$ cat src/rtl/fpu_pkg.sv
// Shared types and constants for the FP result writeback path.
// Flag bit positions follow the RISC-V fflags layout.
package fpu_pkg;

  localparam int FLEN_DEF  = 32;
  localparam int RDW_DEF   = 5;
  localparam int FLAGW_DEF = 5;

  localparam int FLAG_NV = 4;
  localparam int FLAG_DZ = 3;
  localparam int FLAG_OF = 2;
  localparam int FLAG_UF = 1;
  localparam int FLAG_NX = 0;

  typedef struct packed {
    logic [FLEN_DEF-1:0]  data;
    logic [RDW_DEF-1:0]   rd;
    logic [FLAGW_DEF-1:0] flags;
  } fpu_res_t;

  localparam int RES_W = $bits(fpu_res_t);

  function automatic fpu_res_t pack_res(
    input logic [FLEN_DEF-1:0]  data,
    input logic [RDW_DEF-1:0]   rd,
    input logic [FLAGW_DEF-1:0] flags
  );
    fpu_res_t r;
    r.data  = data;
    r.rd    = rd;
    r.flags = flags;
    return r;
  endfunction

endpackage

$ cat src/rtl/fpu_skid_fifo.sv
// Two-entry circular FIFO with registered ready and synchronous flush.
// in_ready depends only on the stored count, never on out_ready.
module fpu_skid_fifo #(
  parameter int W = 8
) (
  input  logic         clk,
  input  logic         rst_n,
  input  logic         flush,
  input  logic         in_valid,
  output logic         in_ready,
  input  logic [W-1:0] in_payload,
  output logic         out_valid,
  input  logic         out_ready,
  output logic [W-1:0] out_payload,
  output logic         push,
  output logic         pop
);

  logic [W-1:0] mem [2];
  logic [1:0]   count, count_nx;
  logic         wr_ptr, wr_ptr_nx;
  logic         rd_ptr, rd_ptr_nx;
  logic         full, empty;

  assign full  = (count == 2'd2);
  assign empty = (count == 2'd0);

  assign in_ready    = !full;
  assign out_valid   = !empty;
  assign out_payload = mem[rd_ptr];

  assign push = in_valid & in_ready & !flush;
  assign pop  = out_valid & out_ready & !flush;

  always_comb begin
    count_nx  = count;
    wr_ptr_nx = wr_ptr;
    rd_ptr_nx = rd_ptr;
    if (flush) begin
      count_nx  = 2'd0;
      wr_ptr_nx = 1'b0;
      rd_ptr_nx = 1'b0;
    end else begin
      unique case ({push, pop})
        2'b10: count_nx = count + 2'd1;
        2'b01: count_nx = count - 2'd1;
        default: count_nx = count;
      endcase
      if (push) wr_ptr_nx = ~wr_ptr;
      if (pop)  rd_ptr_nx = ~rd_ptr;
    end
  end

  always_ff @(posedge clk or negedge rst_n) begin
    if (!rst_n) begin
      count  <= 2'd0;
      wr_ptr <= 1'b0;
      rd_ptr <= 1'b0;
    end else begin
      count  <= count_nx;
      wr_ptr <= wr_ptr_nx;
      rd_ptr <= rd_ptr_nx;
    end
  end

  // Payload storage is deliberately unreset.
  always_ff @(posedge clk) begin
    if (push) mem[wr_ptr] <= in_payload;
  end

endmodule

$ cat src/rtl/fpu_result_buffer.sv
// Buffers FP results for register writeback and keeps sticky fflags.
// Flags accumulate only from entries that actually retire.
module fpu_result_buffer
  import fpu_pkg::*;
#(
  parameter int FLEN  = FLEN_DEF,
  parameter int RDW   = RDW_DEF,
  parameter int FLAGW = FLAGW_DEF
) (
  input  logic             clk,
  input  logic             rst_n,
  input  logic             in_valid,
  output logic             in_ready,
  input  logic [FLEN-1:0]  in_data,
  input  logic [RDW-1:0]   in_rd,
  input  logic [FLAGW-1:0] in_flags,
  output logic             out_valid,
  input  logic             out_ready,
  output logic [FLEN-1:0]  out_data,
  output logic [RDW-1:0]   out_rd,
  output logic [FLAGW-1:0] out_flags,
  input  logic             flush,
  input  logic             csr_we,
  input  logic [FLAGW-1:0] csr_wdata,
  output logic [FLAGW-1:0] fflags
);

  fpu_res_t         in_res, head;
  logic             push, pop;
  logic [FLAGW-1:0] fflags_nx;

  assign in_res = pack_res(in_data, in_rd, in_flags);

  fpu_skid_fifo #(
    .W(RES_W)
  ) u_fifo (
    .clk         (clk),
    .rst_n       (rst_n),
    .flush       (flush),
    .in_valid    (in_valid),
    .in_ready    (in_ready),
    .in_payload  (in_res),
    .out_valid   (out_valid),
    .out_ready   (out_ready),
    .out_payload (head),
    .push        (push),
    .pop         (pop)
  );

  assign out_data  = head.data;
  assign out_rd    = head.rd;
  assign out_flags = head.flags;

  // A CSR write wins, but a same-cycle retirement still ORs in.
  always_comb begin
    fflags_nx = fflags;
    unique case (1'b1)
      csr_we & pop:  fflags_nx = csr_wdata | out_flags;
      csr_we & !pop: fflags_nx = csr_wdata;
      !csr_we & pop: fflags_nx = fflags | out_flags;
      default:       fflags_nx = fflags;
    endcase
  end

  always_ff @(posedge clk or negedge rst_n) begin
    if (!rst_n) fflags <= '0;
    else        fflags <= fflags_nx;
  end

endmodule

$ cat config.mk
export PLATFORM = sky130hd
export DESIGN_NAME = fpu_result_buffer
export DESIGN_NICKNAME = d
export VERILOG_FILES = /design/src/rtl/fpu_pkg.sv /design/src/rtl/fpu_skid_fifo.sv /design/src/rtl/fpu_result_buffer.sv
export SDC_FILE = /design/constraint.sdc
export NUM_CORES = 1
export LEC_CHECK = 0
export CORE_ASPECT_RATIO = 0.6
export CORE_UTILIZATION = 41
export DETAILED_ROUTE_END_ITERATION = 12
export PLACE_DENSITY = 0.71
export SLEW_MARGIN = 30
export SYNTH_ARGS = -nofsm -noshare
export SYNTH_HDL_FRONTEND = slang
export SYNTH_SLANG_ARGS = --single-unit
$ cat constraint.sdc
create_clock -name clk -period 7.4 [get_ports clk]
set_input_delay 2.22 -clock clk [delete_from_list [all_inputs] [get_ports clk]]
set_output_delay 2.22 -clock clk [all_outputs]
set_load 0.005 [all_outputs]
==> metrics.md <==
| Metric | Value |
|---|---|
| Largest net degree at the start of global routing | 44 |
| Status | completed |
| Hold-fix buffers, CTS | 0 |
| Pleak | roughly 1.7 nW |
| Worst rel slew slack | about three fifths |
| DP HPWL | ~4100 um |
| Setup-failing EPs final | 0 |
| R2r worst-path depth | 5 |
| Clk sink count | 93 |
| RR Endpoint | u_fifo.mem[1][20] |
| # fillers | 602 |
| Synth Register Bits | 93 |
| Worst skew pair latency | between 300 and 400 ps |
| Total track usage | 15.8% |
| Port bufs | 101 |
| Asr flop ratio synth | between 9 and 10% |
| WS Path Type | reg -> out |
| Worst EP required | around 5200 ps |
| Fmax achieved | 0.234 GHz |
| Worst hold endpoint | u_fifo.wr_ptr |
| Layout cells sized above 1 | 21.3% |
| Clock skew | 6.44 ps |
| Non-Filler Instances | 395 |
| Footprint of the multi-input gates | roughly 700 um^2 |
| GR Layer Usage met2 | between 20% and 30% |
| Grt met1 use | roughly 20% |
| CTS tree | done |
| Pwr Density | about 240 nW/um^2 |
| Chip width | roughly 120 um |
| WP data arrival | roughly 2100 ps |
| Syn_nets | between 200 and 250 |
| Reg clk slew, reported paths | 60 ps |
| Vias per Instance | a little under 5 |
| Hold Path Class | reg -> reg |
| DRT Wirelength | 6530 um |
| Gp weighted congestion | roughly 0.76 |
| Post-synth EDFFs | between 80 and 90 |
| Worst-Margin Slew | 607 ps |
| DR vias | 1926 |
| Final min period | around 4300 ps |
| Core area | 8070 um^2 |
| Seq/Total Area, Yosys | approximately 78% |
| Max clock buf depth | 2 |
| Initial antenna violation count | 0 |
| Sequential cell area | 2750 um^2 |
| GRT met3 Usage | about 8.0% |
| Buffer count from post-CTS setup fixing | 0 |
| Site row count | 25 |
| Drt pass-1 iters | 4 |
| Most frequent cells in the layout | clkdlybuf4s50_1 (101), edfxtp_1 (84), mux2_2 (37), clkbuf_16 (9), dfrtp_1 (8) |
| Yosys cell types | 24 |
| # H-tree levels | 3 |
| CTS resizes | 0 |
| DR iter-0 viols | 109 |
| Cell total after placement | ~380 |
| Max-cap violations | 0 |
| Remaining Overflow, GRT | 0 |
| Area delta synth->final | 40.1% |
| Reg2reg setup slack | 5540 ps |
| RSZ-0062 raised after global routing | false |
| Post-Syn Area | 3500 um^2 |
| Pre-CTS WS | 3430 ps |
| Hold_sp | u_fifo.wr_ptr |
| First-pass GRT wire length | ~9900 um |
| Synth Instances | around 170 |
| Pins Over Slew Limit | 0 |
| Final Hold Fails | 0 |
| Largest fanout on the critical path | 43 |
| Worst setup EP type | output pin |
| Main flop type after synthesis | edfxtp_1 |
| Boundary Pins | slightly above 100 |
| Number of global-route vias before repair | a little under 2000 |
| Die area | just under 9000 um^2 |
| CTS root buffer | clkbuf_16 |
| Startpoint Class | register |
| Fin crit share | 57.7% |
| CTS Buf Count | 9 |
| Nets | between 300 and 400 |
| Peak VDD IR | approximately 0.00013 V |
| Post-route DRC | 0 |
| Synth warnings | 0 |
| Final core occ | approximately three fifths |
| ANT cells | 0 |
| Busiest grt layer | met2 |
| Final worst slack | between 3000 and 4000 ps |
| Antenna-violating nets left | 0 |
| Commonest non-fill, non-tap cell in the layout | clkdlybuf4s50_1 |
| RR Startpoint | u_fifo.count[1] |
| Die height | around 74 um |
| Min-Delay Path Depth | 2 |
| Starting density of the core | 43.4% |
| Avg Cell Area, Syn | a little over 20 um^2 |
| Setup TNS | 0 ps |
| Avg WL per Cell | roughly 17 um |
==> critical path, stage by stage, from the launching register on <==
cell and delay (ps):
dfrtp_4 810, mux2_2 430, clkdlybuf4s50_1 450
==> layer usage <==
| metal | part of all wire (%) | vias to the layer above |
|---|---|---|
| li1 | - | 895 |
| met3 | 8.0 | 7 |
| met2 | 44 | 71 |
| met4 | 0.98 | 0 |
| met1 | 47 | 953 |
| met5 | 0 | - |
==> sequential cells by signal, indices dropped and copies added (netlist names) <==
| register | flops |
|---|---|
| u_fifo.rd_ptr | 1 |
| u_fifo.mem | 84 |
| u_fifo.wr_ptr | 1 |
| u_fifo.count | 2 |
| fflags | 5 |
==> power breakdown <==
group	total (mW)	switching, mW	internal [mW]	leakage, nW
Sequential	0.610	0.0139	0.596	0.883
Clock	0.434	0.175	0.259	0.137
Combinational	0.126	0.0404	0.0852	0.654
Total	1.17	0.229	0.941	1.67
==> worst max path at each step <==
stage          depth (start not counted)                end     startpoint
3_3_place_gp                           2          out_rd[1]  u_fifo.rd_ptr
4_1_cts                                2       out_data[26]  u_fifo.rd_ptr
2_1_floorplan                          2   u_fifo.mem[1][0]       in_valid
5_1_grt                                2       out_data[23]  u_fifo.rd_ptr
6_report                               2          out_rd[1]  u_fifo.rd_ptr
3_5_place_dp                           4  u_fifo.mem[1][38]       in_valid
==> kinds of logic (layout without fill, tap and decap cells) <==
logic type / count (synthesis) / after routing / share of synthesized area (%)
flip-flops: 93 / 93 / 78.5
multiplexers: 42 / 42 / 14.0
AND/OR/NAND/NOR: 15 / 15 / 2.43
AO/OA/AOI/OAI: 14 / 14 / 2.93
buffers and inverters: 9 / 122 / 1.86
XOR/XNOR: 1 / 1 / 0.250
==> cells in the mapped netlist, drive strengths merged (3+ instances only) <==
| master | count | area [um^2] |
|---|---|---|
| a21oi | 3 | 15.0 |
| a221o | 5 | 50.1 |
| buf | 6 | 53.8 |
| dfrtp | 9 | 225 |
| edfxtp | 84 | 2520 |
| inv | 3 | 11.3 |
| mux2 | 42 | 492 |
| nor2 | 4 | 15.0 |
| nor2b | 6 | 40.0 |
| o21ai | 3 | 15.0 |
==> cell type report <==
| cell class | instances | share of cell area (%) |
|---|---|---|
| flip-flops and latches | 93 | 56.1 |
| repair buffers | 103 | 20.9 |
| clock buffers | 11 | 4.74 |
| multi-input cells | 72 | 14.2 |
| clock inverters | 5 | 1.05 |
| inverters | 3 | 0.230 |
| well taps | 108 | 2.75 |
==> per-stage QoR <==
step | hold WS, ps | total power [mW] | instance area (um^2)
floorplan | 529 | 0.665 | 3500
global placement | 571 | 0.745 | 4620
detailed placement | 583 | 0.747 | 4620
CTS | 598 | 1.18 | 4910
global route | 642 | 1.21 | 4910
finish | 600 | 1.17 | 4910
No activity file was read; power rests on OpenSTA's default activity.
